### src/rtl/multiply_pipe.sv
// multiply_pipe: pipelined integer multiplier (MUL/MULH/MULHSU/MULHU).
// The operands are registered as magnitudes with a product sign. Each stage
// then adds one XLEN/NUM_STAGES-bit slice of B, and a final output register
// negates the product and selects its low or high half.
// The output is a valid/ready slot: while it is full and not taken, the
// whole pipe holds. A branch flush kills every entry younger than the branch.
// Optional: define MULTIPLY_PIPE_PERF_CNT_EN to add the issue and flush counters.
module multiply_pipe #(
    parameter int unsigned XLEN       = 32,
    parameter int unsigned NUM_STAGES = 4,
    parameter int unsigned TAG_W      = 7,
    parameter int unsigned SQN_W      = 7
) (
    input  logic             clk,
    input  logic             rst,
    input  logic             en,
    input  logic             IN_valid,
    input  logic [1:0]       IN_op,
    input  logic [XLEN-1:0]  IN_srcA,
    input  logic [XLEN-1:0]  IN_srcB,
    input  logic [TAG_W-1:0] IN_tagDst,
    input  logic [SQN_W-1:0] IN_sqN,
    input  logic             IN_branchValid,
    input  logic [SQN_W-1:0] IN_branchSqN,
    output logic             OUT_busy,
    output logic             OUT_valid,
    input  logic             OUT_ready,
    output logic [XLEN-1:0]  OUT_result,
    output logic [TAG_W-1:0] OUT_tagDst,
    output logic [SQN_W-1:0] OUT_sqN
`ifdef MULTIPLY_PIPE_PERF_CNT_EN
    ,
    output logic [31:0]      OUT_perfIssued,
    output logic [31:0]      OUT_perfFlushed
`endif
);

    localparam int unsigned BITS = XLEN / NUM_STAGES;
    localparam int unsigned PW   = 2 * XLEN;
    localparam logic [PW-1:0] SLICE_MASK = (PW'(1) << BITS) - PW'(1);

    // Entry i has had slices 0..i-1 of B accumulated into acc.
    typedef struct packed {
        logic             v;
        logic             hi;
        logic             neg;
        logic [XLEN-1:0]  a;
        logic [XLEN-1:0]  b;
        logic [PW-1:0]    acc;
        logic [TAG_W-1:0] tag;
        logic [SQN_W-1:0] sqn;
    } entry_t;

    entry_t           st_q [NUM_STAGES+1];
    entry_t           st_d [NUM_STAGES+1];
    logic             out_valid_q, out_valid_d;
    logic [XLEN-1:0]  out_result_q, out_result_d;
    logic [TAG_W-1:0] out_tag_q, out_tag_d;
    logic [SQN_W-1:0] out_sqn_q, out_sqn_d;

    logic             stall, kill_in, accept;
    logic             a_neg, b_neg;
    logic [XLEN-1:0]  a_mag, b_mag;
    logic             stage_hit [NUM_STAGES+1];
    logic             out_hit;
    logic [PW-1:0]    slice, pp, prod;

    // Younger-than-branch test, wrapping modulo 2^SQN_W.
    function automatic logic is_younger(input logic [SQN_W-1:0] sqn,
                                        input logic [SQN_W-1:0] br);
        logic [SQN_W-1:0] diff;
        diff = sqn - br;
        return !diff[SQN_W-1] && (diff != '0);
    endfunction

    assign stall      = out_valid_q && !OUT_ready;
    assign kill_in    = IN_branchValid && is_younger(IN_sqN, IN_branchSqN);
    assign accept     = IN_valid && en && !stall && !kill_in;
    assign OUT_busy   = stall;
    assign OUT_valid  = out_valid_q;
    assign OUT_result = out_result_q;
    assign OUT_tagDst = out_tag_q;
    assign OUT_sqN    = out_sqn_q;

    // Operand signedness and magnitudes; |INT_MIN| is kept as an unsigned value.
    always_comb begin
        a_neg = (IN_op != 2'd3) && IN_srcA[XLEN-1];
        b_neg = !IN_op[1] && IN_srcB[XLEN-1];
        a_mag = a_neg ? -IN_srcA : IN_srcA;
        b_mag = b_neg ? -IN_srcB : IN_srcB;
    end

    // Flush hits on every stored entry.
    always_comb begin
        for (int unsigned i = 0; i <= NUM_STAGES; i++) begin
            stage_hit[i] = IN_branchValid && st_q[i].v && is_younger(st_q[i].sqn, IN_branchSqN);
        end
        out_hit = IN_branchValid && out_valid_q && is_younger(out_sqn_q, IN_branchSqN);
    end

    // Next-state for the pipe. A stall freezes everything, but flush still clears valid bits.
    always_comb begin
        st_d         = st_q;
        out_valid_d  = out_valid_q;
        out_result_d = out_result_q;
        out_tag_d    = out_tag_q;
        out_sqn_d    = out_sqn_q;
        slice        = '0;
        pp           = '0;
        prod         = '0;
        if (stall) begin
            for (int unsigned i = 0; i <= NUM_STAGES; i++) begin
                if (stage_hit[i]) st_d[i].v = 1'b0;
            end
            if (out_hit) out_valid_d = 1'b0;
        end else begin
            prod = st_q[NUM_STAGES].neg ? -st_q[NUM_STAGES].acc : st_q[NUM_STAGES].acc;
            out_valid_d = st_q[NUM_STAGES].v && !stage_hit[NUM_STAGES];
            if (out_valid_d) begin
                out_result_d = st_q[NUM_STAGES].hi ? prod[PW-1:XLEN] : prod[XLEN-1:0];
                out_tag_d    = st_q[NUM_STAGES].tag;
                out_sqn_d    = st_q[NUM_STAGES].sqn;
            end
            for (int unsigned k = 1; k <= NUM_STAGES; k++) begin
                slice = (PW'(st_q[k-1].b) >> (BITS * (k - 1))) & SLICE_MASK;
                pp    = (PW'(st_q[k-1].a) * slice) << (BITS * (k - 1));
                st_d[k]     = st_q[k-1];
                st_d[k].acc = st_q[k-1].acc + pp;
                st_d[k].v   = st_q[k-1].v && !stage_hit[k-1];
            end
            st_d[0].v   = accept;
            st_d[0].hi  = (IN_op != 2'd0);
            st_d[0].neg = a_neg ^ b_neg;
            st_d[0].a   = a_mag;
            st_d[0].b   = b_mag;
            st_d[0].acc = '0;
            st_d[0].tag = IN_tagDst;
            st_d[0].sqn = IN_sqN;
        end
    end

    // Pipe and output registers; reset discards everything in flight.
    always_ff @(posedge clk or negedge rst) begin
        if (!rst) begin
            for (int unsigned i = 0; i <= NUM_STAGES; i++) st_q[i] <= '0;
            out_valid_q  <= 1'b0;
            out_result_q <= '0;
            out_tag_q    <= '0;
            out_sqn_q    <= '0;
        end else begin
            st_q         <= st_d;
            out_valid_q  <= out_valid_d;
            out_result_q <= out_result_d;
            out_tag_q    <= out_tag_d;
            out_sqn_q    <= out_sqn_d;
        end
    end

`ifdef MULTIPLY_PIPE_PERF_CNT_EN
    logic [31:0] flush_cnt;
    logic [31:0] perf_issued_q, perf_issued_d, perf_flushed_q, perf_flushed_d;

    // Number of stored entries killed this cycle (an incoming op that is killed was never issued).
    always_comb begin
        flush_cnt = '0;
        for (int unsigned i = 0; i <= NUM_STAGES; i++) begin
            flush_cnt = flush_cnt + 32'(stage_hit[i]);
        end
        flush_cnt      = flush_cnt + 32'(out_hit);
        perf_issued_d  = perf_issued_q + 32'(accept);
        perf_flushed_d = perf_flushed_q + flush_cnt;
    end

    // Free-running wrap-around counters.
    always_ff @(posedge clk or negedge rst) begin
        if (!rst) begin
            perf_issued_q  <= '0;
            perf_flushed_q <= '0;
        end else begin
            perf_issued_q  <= perf_issued_d;
            perf_flushed_q <= perf_flushed_d;
        end
    end

    assign OUT_perfIssued  = perf_issued_q;
    assign OUT_perfFlushed = perf_flushed_q;
`endif

endmodule
### config.mk
export PLATFORM = sky130hd
export DESIGN_NAME = multiply_pipe
export DESIGN_NICKNAME = d
export VERILOG_FILES = /design/src/rtl/multiply_pipe.sv
export SDC_FILE = /design/constraint.sdc
export NUM_CORES = 2
export LEC_CHECK = 0
export BUFFER_PORTS_ARGS = -buffer_cell sky130_fd_sc_hd__buf_2
export CORE_UTILIZATION = 45
export DETAILED_ROUTE_END_ITERATION = 7
export GPL_ROUTABILITY_DRIVEN = 0
export PLACE_DENSITY = 0.68
export SYNTH_ARGS = -nofsm -noshare
export SYNTH_HDL_FRONTEND = slang
export SYNTH_SLANG_ARGS = --single-unit
### constraint.sdc
create_clock -name clk -period 11.8 [get_ports clk]
set_input_delay 1.18 -clock clk [delete_from_list [all_inputs] [get_ports clk]]
set_output_delay 1.18 -clock clk [all_outputs]
set_load 0.02 [all_outputs]
==> summary by stage <==
Outcome
The run finished with clean final reports.

Logic synthesis
The number of flops mapped to enable cells by yosys is 0. fa_1 takes more of the synthesized area than any other cell. The most used flip-flop cell after synthesis is dfrtp_1. The number of synthesized register bits is 550. Sequential cells were found to cover 22.2% of the synthesized design area.

Of the post-synthesis cell area, the dominant cell type holds 23.6%. The Yosys step of the flow raised 0 warnings. Synthesis produced 7,277 cells. Counting flops with an async set or reset pin after synthesis yields a share of 100%. The number of nets in the synthesized netlist is 8,499. The synthesized netlist occupies a cell area of 61,900 µm². Synthesis instantiated 78 different standard cells from the library. The synthesized area per cell is 8.51 µm².

Ranked by total cell area, the synthesized netlist is headed by fa_1 (24%), dfrtp_1 (22%), nand2_1 (9.3%), ha_1 (8.1%), and2_1 (6.9%).

Worst setup path
The required time of the critical path is 12.31 ns. The sort of element at the start of the critical path is a register. The worst-path cell with the longest stage delay is dfrtp_1. Of all nets on the critical path, the largest fanout is 33. The setup check on the worst reg-to-reg path leaves a slack of 2.92 ns. The endpoint of the lowest-slack register-to-register path is st_q[72]$_DFFE_PN0N_. The worst setup path is of the register to register kind. STA classifies the critical path endpoint as a register.

For the worst flop-to-flop path, the logic depth is 30. Following the worst setup path forward leads to its endpoint at st_q[72]$_DFFE_PN0N_. The largest single stage delay on the critical path is 1.03 ns. Counting stages on the worst path, the most repeated cell is o21ai_0. In this run the critical register-to-register path is launched from st_q[249]$_DFFE_PN0N_. The most critical setup path has its startpoint at st_q[249]$_DFFE_PN0N_.

STA puts the critical path data arrival time at 9.39 ns.

Placement
The number of buffer cells added on primary ports is 140. OpenSTA, run right after detailed placement, puts the worst setup slack at 3.02 ns. The number of placed instances with taps included is 8,871. The post-placement cell area is 63,800 µm². The post-DP HPWL is ~130,000 µm.

Layout
The count of cells in the finished layout, fillers not included, comes to ~9,000. The fraction of layout instances using a drive strength above 1 is 4.87%. The number of nets in the final layout is 8,375. The final instance area is 66,000 µm². Compared with the post-synthesis result, the final layout area differs by 6.61%.

STA
The final number of max-transition violations is 0. The sum of negative setup slack is 0 ns. Setup repair after global routing left no endpoint under its margin. For the pin with the worst max-slew slack, the measured transition is 1.29 ns. The fraction of the cycle the final worst path needs is 75.3%. Static timing analysis puts the maximum clock frequency at 113 MHz. The worst pin sits at a relative slew slack of a little over an eighth.

The worst path meets setup with 2.92 ns of slack. The count of endpoints failing hold in the final timing report came to 0. The shortest period the worst path allows is 8.88 ns. The worst setup skew after layout is 0.0580 ns. Setup violations remaining at the end of the flow were counted as 0.

Floorplanning
From bottom edge to top edge, the die measures approximately 370 µm. The chip width is approximately 370 µm. The I/O pin count is between 100 and 150. The standard-cell row count is 135.

The initial core utilization is 45.5%. In this run the standard cell core region covers roughly 140,000 µm². The floorplan step defined a die boundary enclosing 139,000 µm².

Clock network
The clock drives 550 sinks. The number of setup buffers added after CTS is 0. The clock tree root buffer cell is clkbuf_16. CTS built an H-tree with a depth of 2. The clock-pin slew on the worst setup and hold paths is approximately 0.060 ns. The maximum count of clock buffers along a single path is 3. Clock latency on the worst-skew pair, taken at its later pin, is 0.69 ns.

Once the clock tree was built, the resizer swapped 0 gates to a different size. Clock tree synthesis inserted a total of slightly above 60 buffers. TritonCTS built the clock tree. The hold buffer count at CTS is 0.

Global routing
The first global-routing pass estimated 273,000 µm of wire. The initial antenna violation count is 4. Global routing used 24.4% of the available tracks across all layers.

The total congestion overflow is 0. The number of global-route vias before repair is 50,241. Entering global routing, the biggest net connects ~190 pins.

Routing
The detailed router placed 49,864 vias in this run. The detail route stage leaves a number of antenna-violating nets equal to 0. The first detailed-routing pass ran for 6 iterations. The count of routing violations after the opening detailed-route iteration is about 3,800. After detailed routing, the average wire length per cell comes to 19.0 µm. After detailed routing, the number of remaining DRC violations is 0.

The number of vias per cell after detailed routing is 5.55. Wires add up to 170,000 µm.

Run
The number of max-capacitance violations reported is 0.

Hold path
The path category of the worst min-delay check is register to register.
-- worst min path at each step --
stage                                 end             startpoint  cells after the start  slack, ns
floorplan            st_q[10]$_DFFE_PN0N_   st_q[10]$_DFFE_PN0N_                      2       0.43
global placement     st_q[12]$_DFFE_PN0N_   st_q[12]$_DFFE_PN0N_                      2       0.45
detailed placement  st_q[154]$_DFFE_PN0N_  st_q[154]$_DFFE_PN0N_                      2       0.46
CTS                 st_q[300]$_DFFE_PN0N_  st_q[300]$_DFFE_PN0N_                      2       0.47
global route        st_q[168]$_DFFE_PN0N_  st_q[168]$_DFFE_PN0N_                      2       0.48
finish              st_q[156]$_DFFE_PN0N_  st_q[156]$_DFFE_PN0N_                      2       0.47
-- layout make-up --
| class | instances | area, µm² |
|---|---|---|
| well taps | 1781 | 2230 |
| multi-input cells | 5604 | 43900 |
| repair buffers | 186 | 1070 |
| fillers | 12901 | 70000 |
| clock inverters | 29 | 439 |
| inverters | 750 | 2820 |
| flip-flops and latches | 550 | 13800 |
| diodes | 3 | 7.51 |
| clock buffers | 86 | 1760 |
-- worst max-delay path, delay by kind of cell, from the launching register on --
family / cells / cell delay [ns]
and+or+nand+nor: 3 / 0.49
DFF: 1 / 1.03
buffers and inverters: 3 / 0.14
AOI/OAI and AO/OA: 16 / 3.91
xor gates and xnor gates: 1 / 0.11
adders and majority gates: 6 / 2.78
muxes: 1 / 0.22
-- kinds of logic after synthesis --
kind of cell | after synthesis | share of synthesized area, %
and+or+nand+nor | 2919 | 22.1
DFF | 550 | 22.2
adders and majority gates | 1129 | 31.7
muxes | 22 | 0.408
buffers and inverters | 1123 | 6.86
AOI/OAI and AO/OA | 1174 | 11.7
xor gates and xnor gates | 360 | 5.09
-- placed cells by master (no fill, tap or decap), drive strengths merged, types with 67 or more instances in the layout --
cell type,netlist,final
a21oi,349,349
inv,750,755
and2,684,684
clkbuf,361,86
nand2,1532,1532
a21o,123,123
ha,399,399
o21ai,339,339
nor2,291,291
buf,12,186
fa,730,730
xor2,150,150
nand3,67,67
dfrtp,550,550
xnor2,210,210
nor3,75,75
-- sequential cells by signal, summed over array words and instances, names as in the netlist --
signal      count
OUT_result     32
OUT_sqN         7
OUT_tagDst      7
OUT_valid       1
st_q          503
-- metal layers --
metal  vias up  wire [µm]  GRT usage [%]
met4         0       7100           9.78
met1     24856      73800           32.9
li1      23095          -              -
met2      1550      80400           40.3
met3       363       9060           2.38
met5         -          0              0
-- synthesized netlist by cell type, drive strengths merged, types with 6 or more instances --
| master | n |
|---|---|
| o21a | 34 |
| nand2b | 35 |
| mux2 | 16 |
| a31o | 9 |
| a31oi | 36 |
| and4 | 11 |
| a221oi | 9 |
| and2 | 684 |
| nor2b | 29 |
| buf | 12 |
| o21ai | 339 |
| nor4 | 28 |
| xor2 | 150 |
| o21bai | 46 |
| a21oi | 349 |
| nand3 | 67 |
| o2111ai | 7 |
| nand3b | 8 |
| nor3b | 15 |
| nand2 | 1532 |
| a211oi | 34 |
| a2111oi | 14 |
| clkbuf | 361 |
| or4 | 14 |
| o31ai | 50 |
| ha | 399 |
| o311ai | 10 |
| o211a | 6 |
| o211ai | 21 |
| dfrtp | 550 |
| or3 | 31 |
| o41ai | 25 |
| xnor2 | 210 |
| nor2 | 291 |
| a21boi | 18 |
| nand4 | 41 |
| or2 | 14 |
| fa | 730 |
| nor3 | 75 |
| inv | 750 |
| and3 | 29 |
| a21o | 123 |
-- stage by stage --
stage / utilization, % / hold WS, ns
2_1_floorplan: - / 0.435
3_3_place_gp: 46.9 / 0.447
3_5_place_dp: 46.9 / 0.455
4_1_cts: 48.5 / 0.469
5_1_grt: 48.6 / 0.483
6_report: 48.6 / 0.466
Power is not shown: default switching activity piles up to over one toggle a cycle in this logic, so the estimate is an artifact.
